$ cat src/rtl/dmem_pkg.sv
// Shared types and constants for the MEM-stage data-memory access unit.
package dmem_pkg;

  typedef enum logic [1:0] {
    IDLE = 2'd0,
    REQ  = 2'd1,
    DONE = 2'd2
  } state_e;

  localparam logic [1:0] WORD_ALIGN_MASK = 2'b11;
  localparam int         DEFAULT_TIMEOUT = 255;

  // Any set low address bit makes a word access illegal.
  function automatic logic is_misaligned(input logic [31:0] addr);
    return (addr[1:0] & WORD_ALIGN_MASK) != 2'b00;
  endfunction

endpackage

$ cat src/rtl/dmem_access_unit_mem_wb_reg.sv
// MEM/WB pipeline register: loads every cycle, or inserts a bubble while the
// stage is stalled (control bits cleared, data fields held).
module mem_wb_reg
  import dmem_pkg::*;
(
  input  logic        clk,
  input  logic        rst,
  input  logic        bubble,
  input  logic        reg_write_i,
  input  logic        mem_to_reg_i,
  input  logic [31:0] rd_data_i,
  input  logic [31:0] alu_i,
  input  logic [4:0]  wn_i,
  output logic        reg_write_o,
  output logic        mem_to_reg_o,
  output logic [31:0] rd_data_o,
  output logic [31:0] alu_o,
  output logic [4:0]  wn_o
);

  logic        reg_write_q, reg_write_d;
  logic        mem_to_reg_q, mem_to_reg_d;
  logic [31:0] rd_data_q, rd_data_d;
  logic [31:0] alu_q, alu_d;
  logic [4:0]  wn_q, wn_d;

  // Next-value select: bubble clears control, otherwise take the new fields.
  always_comb begin
    reg_write_d  = reg_write_q;
    mem_to_reg_d = mem_to_reg_q;
    rd_data_d    = rd_data_q;
    alu_d        = alu_q;
    wn_d         = wn_q;
    if (bubble) begin
      reg_write_d  = 1'b0;
      mem_to_reg_d = 1'b0;
    end else begin
      reg_write_d  = reg_write_i;
      mem_to_reg_d = mem_to_reg_i;
      rd_data_d    = rd_data_i;
      alu_d        = alu_i;
      wn_d         = wn_i;
    end
  end

  // Register update with synchronous reset to an all-zero bubble.
  always_ff @(posedge clk) begin
    if (rst) begin
      reg_write_q  <= 1'b0;
      mem_to_reg_q <= 1'b0;
      rd_data_q    <= '0;
      alu_q        <= '0;
      wn_q         <= '0;
    end else begin
      reg_write_q  <= reg_write_d;
      mem_to_reg_q <= mem_to_reg_d;
      rd_data_q    <= rd_data_d;
      alu_q        <= alu_d;
      wn_q         <= wn_d;
    end
  end

  assign reg_write_o  = reg_write_q;
  assign mem_to_reg_o = mem_to_reg_q;
  assign rd_data_o    = rd_data_q;
  assign alu_o        = alu_q;
  assign wn_o         = wn_q;

endmodule

$ cat src/rtl/dmem_access_unit.sv
// MEM-stage engine: issues word loads/stores over a req/ack bus, stalls the
// upstream pipeline while an access is in flight, and owns the MEM/WB register.
//
// state | meaning
// IDLE  | no access in flight; aligned memop starts one, others pass through
// REQ   | bus_req_o held with stable addr/we/wdata until ack or timeout
// DONE  | access finished; one non-stalled cycle so EX/MEM advances
module dmem_access_unit
  import dmem_pkg::*;
#(
  parameter int TIMEOUT = DEFAULT_TIMEOUT,
  parameter int CNT_W   = 16
) (
  input  logic        clk,
  input  logic        rst,
  input  logic        reg_write_i,
  input  logic        mem_to_reg_i,
  input  logic        mem_write_i,
  input  logic        mem_read_i,
  input  logic [31:0] alu_i,
  input  logic [31:0] wd_i,
  input  logic [4:0]  wn_i,
  output logic        bus_req_o,
  output logic        bus_we_o,
  output logic [31:0] bus_addr_o,
  output logic [31:0] bus_wdata_o,
  input  logic        bus_ack_i,
  input  logic [31:0] bus_rdata_i,
  output logic        stall_o,
  output logic        reg_write_o,
  output logic        mem_to_reg_o,
  output logic [31:0] rd_data_o,
  output logic [31:0] alu_o,
  output logic [4:0]  wn_o,
  output logic        misalign_o,
  output logic        timeout_o
);

  localparam logic [CNT_W-1:0] TO_CNT = CNT_W'(TIMEOUT);

  state_e            state_q, state_d;
  logic              req_q, req_d;
  logic              we_q, we_d;
  logic [31:0]       addr_q, addr_d;
  logic [31:0]       wdata_q, wdata_d;
  logic [31:0]       rbuf_q, rbuf_d;
  logic [CNT_W-1:0]  cnt_q, cnt_d;
  logic              abort_q, abort_d;
  logic              misal_flag_q, misal_flag_d;
  logic              to_flag_q, to_flag_d;

  logic memop;
  logic misal;
  logic drop_wb;

  assign memop = mem_read_i | mem_write_i;
  assign misal = memop & is_misaligned(alu_i);

  // Sequencing of one bus access plus the sticky error flags.
  always_comb begin
    state_d      = state_q;
    req_d        = req_q;
    we_d         = we_q;
    addr_d       = addr_q;
    wdata_d      = wdata_q;
    rbuf_d       = rbuf_q;
    cnt_d        = cnt_q;
    abort_d      = abort_q;
    misal_flag_d = misal_flag_q;
    to_flag_d    = to_flag_q;
    case (state_q)
      IDLE: begin
        if (misal) begin
          misal_flag_d = 1'b1;
        end else if (memop) begin
          state_d = REQ;
          req_d   = 1'b1;
          we_d    = mem_write_i;
          addr_d  = {alu_i[31:2], 2'b00};
          wdata_d = wd_i;
          cnt_d   = '0;
          abort_d = 1'b0;
        end
      end
      REQ: begin
        // Ack wins over timeout when both land on the same cycle.
        if (bus_ack_i) begin
          state_d = DONE;
          req_d   = 1'b0;
          if (!we_q) rbuf_d = bus_rdata_i;
        end else if (cnt_q == TO_CNT) begin
          state_d   = DONE;
          req_d     = 1'b0;
          abort_d   = 1'b1;
          to_flag_d = 1'b1;
        end else begin
          cnt_d = cnt_q + CNT_W'(1);
        end
      end
      DONE: state_d = IDLE;
      default: state_d = IDLE;
    endcase
  end

  // State and bus-side registers, synchronous reset abandons any access.
  always_ff @(posedge clk) begin
    if (rst) begin
      state_q      <= IDLE;
      req_q        <= 1'b0;
      we_q         <= 1'b0;
      addr_q       <= '0;
      wdata_q      <= '0;
      rbuf_q       <= '0;
      cnt_q        <= '0;
      abort_q      <= 1'b0;
      misal_flag_q <= 1'b0;
      to_flag_q    <= 1'b0;
    end else begin
      state_q      <= state_d;
      req_q        <= req_d;
      we_q         <= we_d;
      addr_q       <= addr_d;
      wdata_q      <= wdata_d;
      rbuf_q       <= rbuf_d;
      cnt_q        <= cnt_d;
      abort_q      <= abort_d;
      misal_flag_q <= misal_flag_d;
      to_flag_q    <= to_flag_d;
    end
  end

  // Stall covers the issuing IDLE cycle and every REQ cycle, never DONE,
  // so a serviced op leaves EX/MEM at the end of DONE and is not re-issued.
  assign stall_o = ((state_q == IDLE) & memop & ~misal) | (state_q == REQ);

  // Misaligned ops and aborted loads must not write the register file.
  assign drop_wb = misal | ((state_q == DONE) & abort_q & mem_read_i);

  mem_wb_reg u_mem_wb (
    .clk          (clk),
    .rst          (rst),
    .bubble       (stall_o),
    .reg_write_i  (reg_write_i & ~drop_wb),
    .mem_to_reg_i (mem_to_reg_i),
    .rd_data_i    (rbuf_q),
    .alu_i        (alu_i),
    .wn_i         (wn_i),
    .reg_write_o  (reg_write_o),
    .mem_to_reg_o (mem_to_reg_o),
    .rd_data_o    (rd_data_o),
    .alu_o        (alu_o),
    .wn_o         (wn_o)
  );

  assign bus_req_o   = req_q;
  assign bus_we_o    = we_q;
  assign bus_addr_o  = addr_q;
  assign bus_wdata_o = wdata_q;
  assign misalign_o  = misal_flag_q;
  assign timeout_o   = to_flag_q;

endmodule

$ cat config.mk
export PLATFORM = sky130hd
export DESIGN_NAME = dmem_access_unit
export DESIGN_NICKNAME = d
export VERILOG_FILES = /design/src/rtl/dmem_pkg.sv /design/src/rtl/dmem_access_unit_mem_wb_reg.sv /design/src/rtl/dmem_access_unit.sv
export SDC_FILE = /design/constraint.sdc
export NUM_CORES = 1
export LEC_CHECK = 0
export BUFFER_PORTS_ARGS = -buffer_cell sky130_fd_sc_hd__buf_4
export CAP_MARGIN = 0
export CELL_PAD_IN_SITES_DETAIL_PLACEMENT = 0
export CELL_PAD_IN_SITES_GLOBAL_PLACEMENT = 1
export CORE_ASPECT_RATIO = 0.5
export CORE_MARGIN = 2
export CORE_UTILIZATION = 37
export CTS_CLUSTER_SIZE = 20
export DETAILED_ROUTE_END_ITERATION = 8
export PLACE_DENSITY = 0.91
export RECOVER_POWER = 50
export SKIP_CTS_REPAIR_TIMING = 1
export SLEW_MARGIN = 20
export SYNTH_ARGS = -nofsm -noshare
export SYNTH_HDL_FRONTEND = slang
export SYNTH_SLANG_ARGS = --single-unit
$ cat constraint.sdc
create_clock -name clk -period 4.2 [get_ports clk]
set_input_delay 0.42 -clock clk [delete_from_list [all_inputs] [get_ports clk]]
set_output_delay 0.42 -clock clk [all_outputs]
set_load 0.005 [all_outputs]
---- Yosys cells after proc, flatten, opt, wreduce, memory -nomap -nowiden ----
Index checks and enable logic that the tools add are counted.
operators by class
  equal/unequal tests ..................... 9
  muxes and demuxes ....................... 20
  add/subtract/negate cells ............... 1
  bitwise gates (word level) .............. 13
  reduce and logical (&&, ||, !) cells .... 12
operators by type and width
  operator                                        count
  2-to-1 mux 16 bit                               4
  case mux 16 bit (2 select lines)                1
  adder 16 x 1 -> 16 bit, second input constant   1
  == test 16 x 8 -> 1 bit, second input constant  1
  AND reduction 3 bit                             4
  inequality test 2 bit, second input constant    5
  AND reduction 5 bit                             2
  2-to-1 mux 1 bit                                8
  2-to-1 mux 2 bit                                4
  bitwise AND 1 bit                               6
  inverter 1 bit                                  4
  case mux 1 bit (2 select lines)                 2
  case mux 2 bit (2 select lines)                 1
  AND reduction 4 bit                             1
  nonzero test 2 bit                              2
  inequality test 3 bit, second input constant    1
  bitwise OR 1 bit                                3
  == test 2 x 1 -> 1 bit, second input constant   1
  == test 2 bit, second input constant            1
  zero test 2 bit                                 1
  AND reduction 2 bit                             1
  OR reduction 2 bit                              1
storage, ports and cells
  bits in registers ....................... 188
  input bits .............................. 108
  output and inout bits ................... 140

---- Depth between registers and ports, before layout ----
  word-level depth ........................ 6
  gate-level depth with buffers ........... 7

---- Hierarchy ----
A second synthesis with hierarchy kept.
second synthesis, totals
  cells, all modules ...................... 797
  area, all modules ....................... 6979.2 um2
modules (own cells, without submodules)
  module            area each (um2)  seq. area each (um2)  cells each  times used
  dmem_access_unit  4444.3           2342.2                570         1
  mem_wb_reg        2534.9           1421.4                227         1

---- Worst setup path after synthesis ----
Ideal clock, no wire load.
  path type ............................... reg-to-reg
  start ................................... register cnt_q[8]
  end ..................................... register cnt_q[13]
  setup time .............................. 0.101 ns
  arrival ................................. 1.890 ns
  path slack .............................. 2.209 ns
  stages on the path, launching flop included .. 7
  cells stage by stage .................... dfxtp_1 > buf_6 > or4_4 > o41a_4 > a211oi_4 > o21ai_1 > o41ai_1
between the ends
  word-level cells in the longest chain between the ends .. 4
  elaborated cells on any way between the ends .. 7
ends and longest elaborated chain
  item                              RTL line                 RTL
  from (decl)                       dmem_access_unit.sv:47   logic [CNT_W-1:0] cnt_q, cnt_d;
  from (signal assigned)            dmem_access_unit.sv:125  cnt_q <= cnt_d;
  adder 16 x 1 -> 16 bit            dmem_access_unit.sv:97   cnt_d = cnt_q + CNT_W'(1);
  2-to-1 mux 16 bit                 dmem_access_unit.sv:91   end else if (cnt_q == TO_CNT) begin
  2-to-1 mux 16 bit                 dmem_access_unit.sv:87   if (bus_ack_i) begin
  case mux 16 bit (2 select lines)  dmem_access_unit.sv:71   case (state_q)
Several ways; a longest one is shown, not always the timed one. The select of a mux whose other input is x is not followed.
A chain may end at the register's enable or synchronous reset.

---- Worst setup path in the final report ----
  start ................................... register state_q[1]
  end ..................................... output stall_o
between the ends
  word-level cells in the longest chain between the ends .. 4
  elaborated cells on any way between the ends .. 5
ends and longest elaborated chain
  item                             RTL line                 RTL
  from (decl)                      dmem_access_unit.sv:41   state_e state_q, state_d;
  from (signal assigned)           dmem_access_unit.sv:119  state_q <= state_d;
  zero test 2 bit                  dmem_access_unit.sv:134  assign stall_o = ((state_q == IDLE) & memop & ~misal) | (state_q == REQ);
  bitwise AND 1 bit (2 in series)  dmem_access_unit.sv:134
  bitwise OR 1 bit (*)             dmem_access_unit.sv:134
  to (decl)                        dmem_access_unit.sv:29   output logic stall_o,
Mark *: on every way between the ends. The rest lies on a longest branch, timed or not.

==> impl_metrics.env <==
export IMPL_outcome="finished clean"
export IMPL_hp_class="in -> reg"
export IMPL_synth_cell_types=41
export IMPL_drt_iter0_drc=380
export IMPL_synth_compound_area_share_pct=16.74
export IMPL_maxClockFrequency_mhz=342.0
export IMPL_ys_seq_elements=188
export IMPL_diodes=0
export IMPL_wl_per_cell_um=14.55
export IMPL_tns_ns=0
export IMPL_rsz0062_at_grt="no"
export IMPL_p_leak_nw=3.624
export IMPL_grt_overflow=0
export IMPL_firstDrtPassIters=5
export IMPL_drive_gt1_share_pct=23.15
export IMPL_synthFlopType="dfxtp_1"
export IMPL_min_period_ns=2.924
export IMPL_wl_um=19120
export IMPL_power_density_nw_per_um2=430.6
export IMPL_dpl_cell_area_um2=8728
export IMPL_num_io_pins=248
export IMPL_h_tree_depth=4
export IMPL_synth_top_area_share_pct=55.76
export IMPL_slew_viol_final=0
export IMPL_yosys_area_top_type="dfxtp_1"
export IMPL_hpwl_um=12990
export IMPL_maxCapViolations=0
export IMPL_num_rows=34
export IMPL_grt_antenna_before_repair=0
export IMPL_initial_utilization_pct=38.33
export IMPL_track_usage_pct=19.44
export IMPL_final_common_cell="nand2_1"
export IMPL_core_area_um2=17610
export IMPL_clockBufferDepth=2
export IMPL_grt_pass1_vias=6066
export IMPL_grt_max_degree=79
export IMPL_relSlewSlack_pct=22.79
export IMPL_grt_pass1_wl_um=30240
export IMPL_synth_simple_area_share_pct=23.04
export IMPL_cp_end_kind="output pin"
export IMPL_vias=6374
export IMPL_fillers=1709
export IMPL_synth_top_family_by_area="simple AND/OR/NAND/NOR gates"
export IMPL_synthArstFlopShare_pct=0
export IMPL_synth_edf_count=0
export IMPL_yosys_area_share_adder_pct=0.1854
export IMPL_cp_start_kind="register"
export IMPL_ir_worst_vdd_uv=301.1
export IMPL_worstPathRequired_ns=3.78
export IMPL_seq_area_um2=3764
export IMPL_cts_root_buf="clkbuf_16"
export IMPL_final_util_pct=52.19
export IMPL_die_h_um=99.51
export IMPL_max_stage_delay_ns=0.72
export IMPL_finalCritPeriodShare_pct=69.61
export IMPL_final_cell_mix="nand2_1 (331), dfxtp_1 (188), a21oi_1 (171)"
export IMPL_multi_input_area_um2=2740
export IMPL_clk_pin_slew_ns=0.08
export IMPL_synth_avg_cell_area_um2=7.886
export IMPL_nNetsFinal=1176
export IMPL_drc_errors=0
export IMPL_crit_type="reg -> out"
export IMPL_dieArea_um2=19410
export IMPL_synth_area_leaders="dfxtp_1 (56%), nand2_1 (18%), a21oi_1 (13%)"
export IMPL_final_cell_area_um2=9191
export IMPL_hold_viol_final=0
export IMPL_port_buffers=245
export IMPL_synth_warnings=0
export IMPL_skew_ns=0.01211
export IMPL_arrival_ns=2.50
export IMPL_setup_viol_count_final=0
export IMPL_ant_nets=0
export IMPL_synthCells=856
export IMPL_synth_mux_area_share_pct=0.1483
export IMPL_fp_dieW_um=195.0
export IMPL_cts_tree="yes"
export IMPL_cts_buffers=17
export IMPL_slowest_stage="nor4_1"
export IMPL_routabilityCongestion=0.7847
export IMPL_synth_seq_area_share_pct=55.76
export IMPL_clkLatencyLatePin_ns=0.42
export IMPL_synth_area_um2=6750
export IMPL_synthXorXnorAreaFrac_pct=0
export IMPL_clkSinkCount=188
export IMPL_crit_fanout=20
export IMPL_tightest_slew_ns=1.158
export IMPL_worstPathCellList="nor4_1 > o21a_2 > nor2_4 > inv_2 > buf_4"
export IMPL_area_growth_pct=36.16
export IMPL_via_per_inst=4.851
Yosys cell counts, drive strengths merged (2+ instances only):
library cell	number
o21ai	15
dfxtp	188
nor2	16
nor3	6
nor2b	2
a22oi	2
clkbuf	46
buf	16
inv	5
or4	3
o31ai	8
nand4	6
nand3	9
a21oi	171
o22ai	2
and3	3
nand2	331
a31oi	6
nor4	3
nand2b	3
worst max-delay path: cells and delay by family, from the launching register on:
family / cells / cell delay [ns]
buffers and inverters: 2 / 0.37
AO/OA/AOI/OAI: 1 / 0.59
AND/OR/NAND/NOR: 2 / 0.77
flip-flops: 1 / 0.35
stage by stage:
step	worst slack [ns]	total power [mW]	instances	hold slack, ns
after floorplan	2.209	2.094	857	0.4283
after global placement	1.538	2.320	1282	0.4349
after detailed placement	1.443	2.327	1282	0.4433
after CTS	1.246	4.014	1314	0.2185
after global routing	1.048	4.106	1314	0.2262
final	1.276	3.958	1314	0.2360
routing by layer:
metal	global-route usage (%)	vias to the layer above	part of all wire, %
met4	7.868	0	1.8
met3	3.832	25	4.0
li1	-	3246	-
met1	23.47	2962	44
met5	0	-	0
met2	34.45	141	50
registers in the layout, indices dropped and copies added, names as in the netlist:
signal	flops
cnt_q	16
bus_addr_o	30
u_mem_wb.mem_to_reg_o	1
state_q	2
bus_we_o	1
rbuf_q	32
u_mem_wb.wn_o	5
abort_q	1
u_mem_wb.alu_o	32
misalign_o	1
bus_req_o	1
timeout_o	1
u_mem_wb.rd_data_o	32
bus_wdata_o	32
u_mem_wb.reg_write_o	1
kinds of logic (layout without fill, tap and decap cells):
group | Yosys count | in the layout
flops | 188 | 188
mux | 1 | 1
buf+inv | 67 | 290
other cells | 1 | 2
compound gates | 210 | 210
fa+ha+maj | 1 | 1
simple gates | 388 | 388
where the power goes:
part	switching, mW	total [mW]	internal, mW
sequential	0.0350	1.88	1.85
combinational	0.208	0.378	0.171
clock	0.715	1.69	0.979
layout make-up:
class	count	share of cell area, %
Clock inverter	11	1.715
Multi-Input combinational cell	602	29.81
Sequential cell	188	40.95
Timing Repair Buffer	253	19.13
Inverter	5	0.2042
Tap cell	234	3.185
Clock buffer	21	5.010
final timing paths:
kind	start	endpoint	slack (ns)	cells past startpoint
setup reg to reg	state_q[1]	u_mem_wb.alu_o[8]	1.61	7
hold / removal	bus_rdata_i[10]	rbuf_q[10]	0.24	3
hold reg to reg	rbuf_q[9]	u_mem_wb.rd_data_o[9]	0.45	2
setup / recovery	state_q[1]	stall_o	1.28	5
Power figures use the tool's default switching activity.
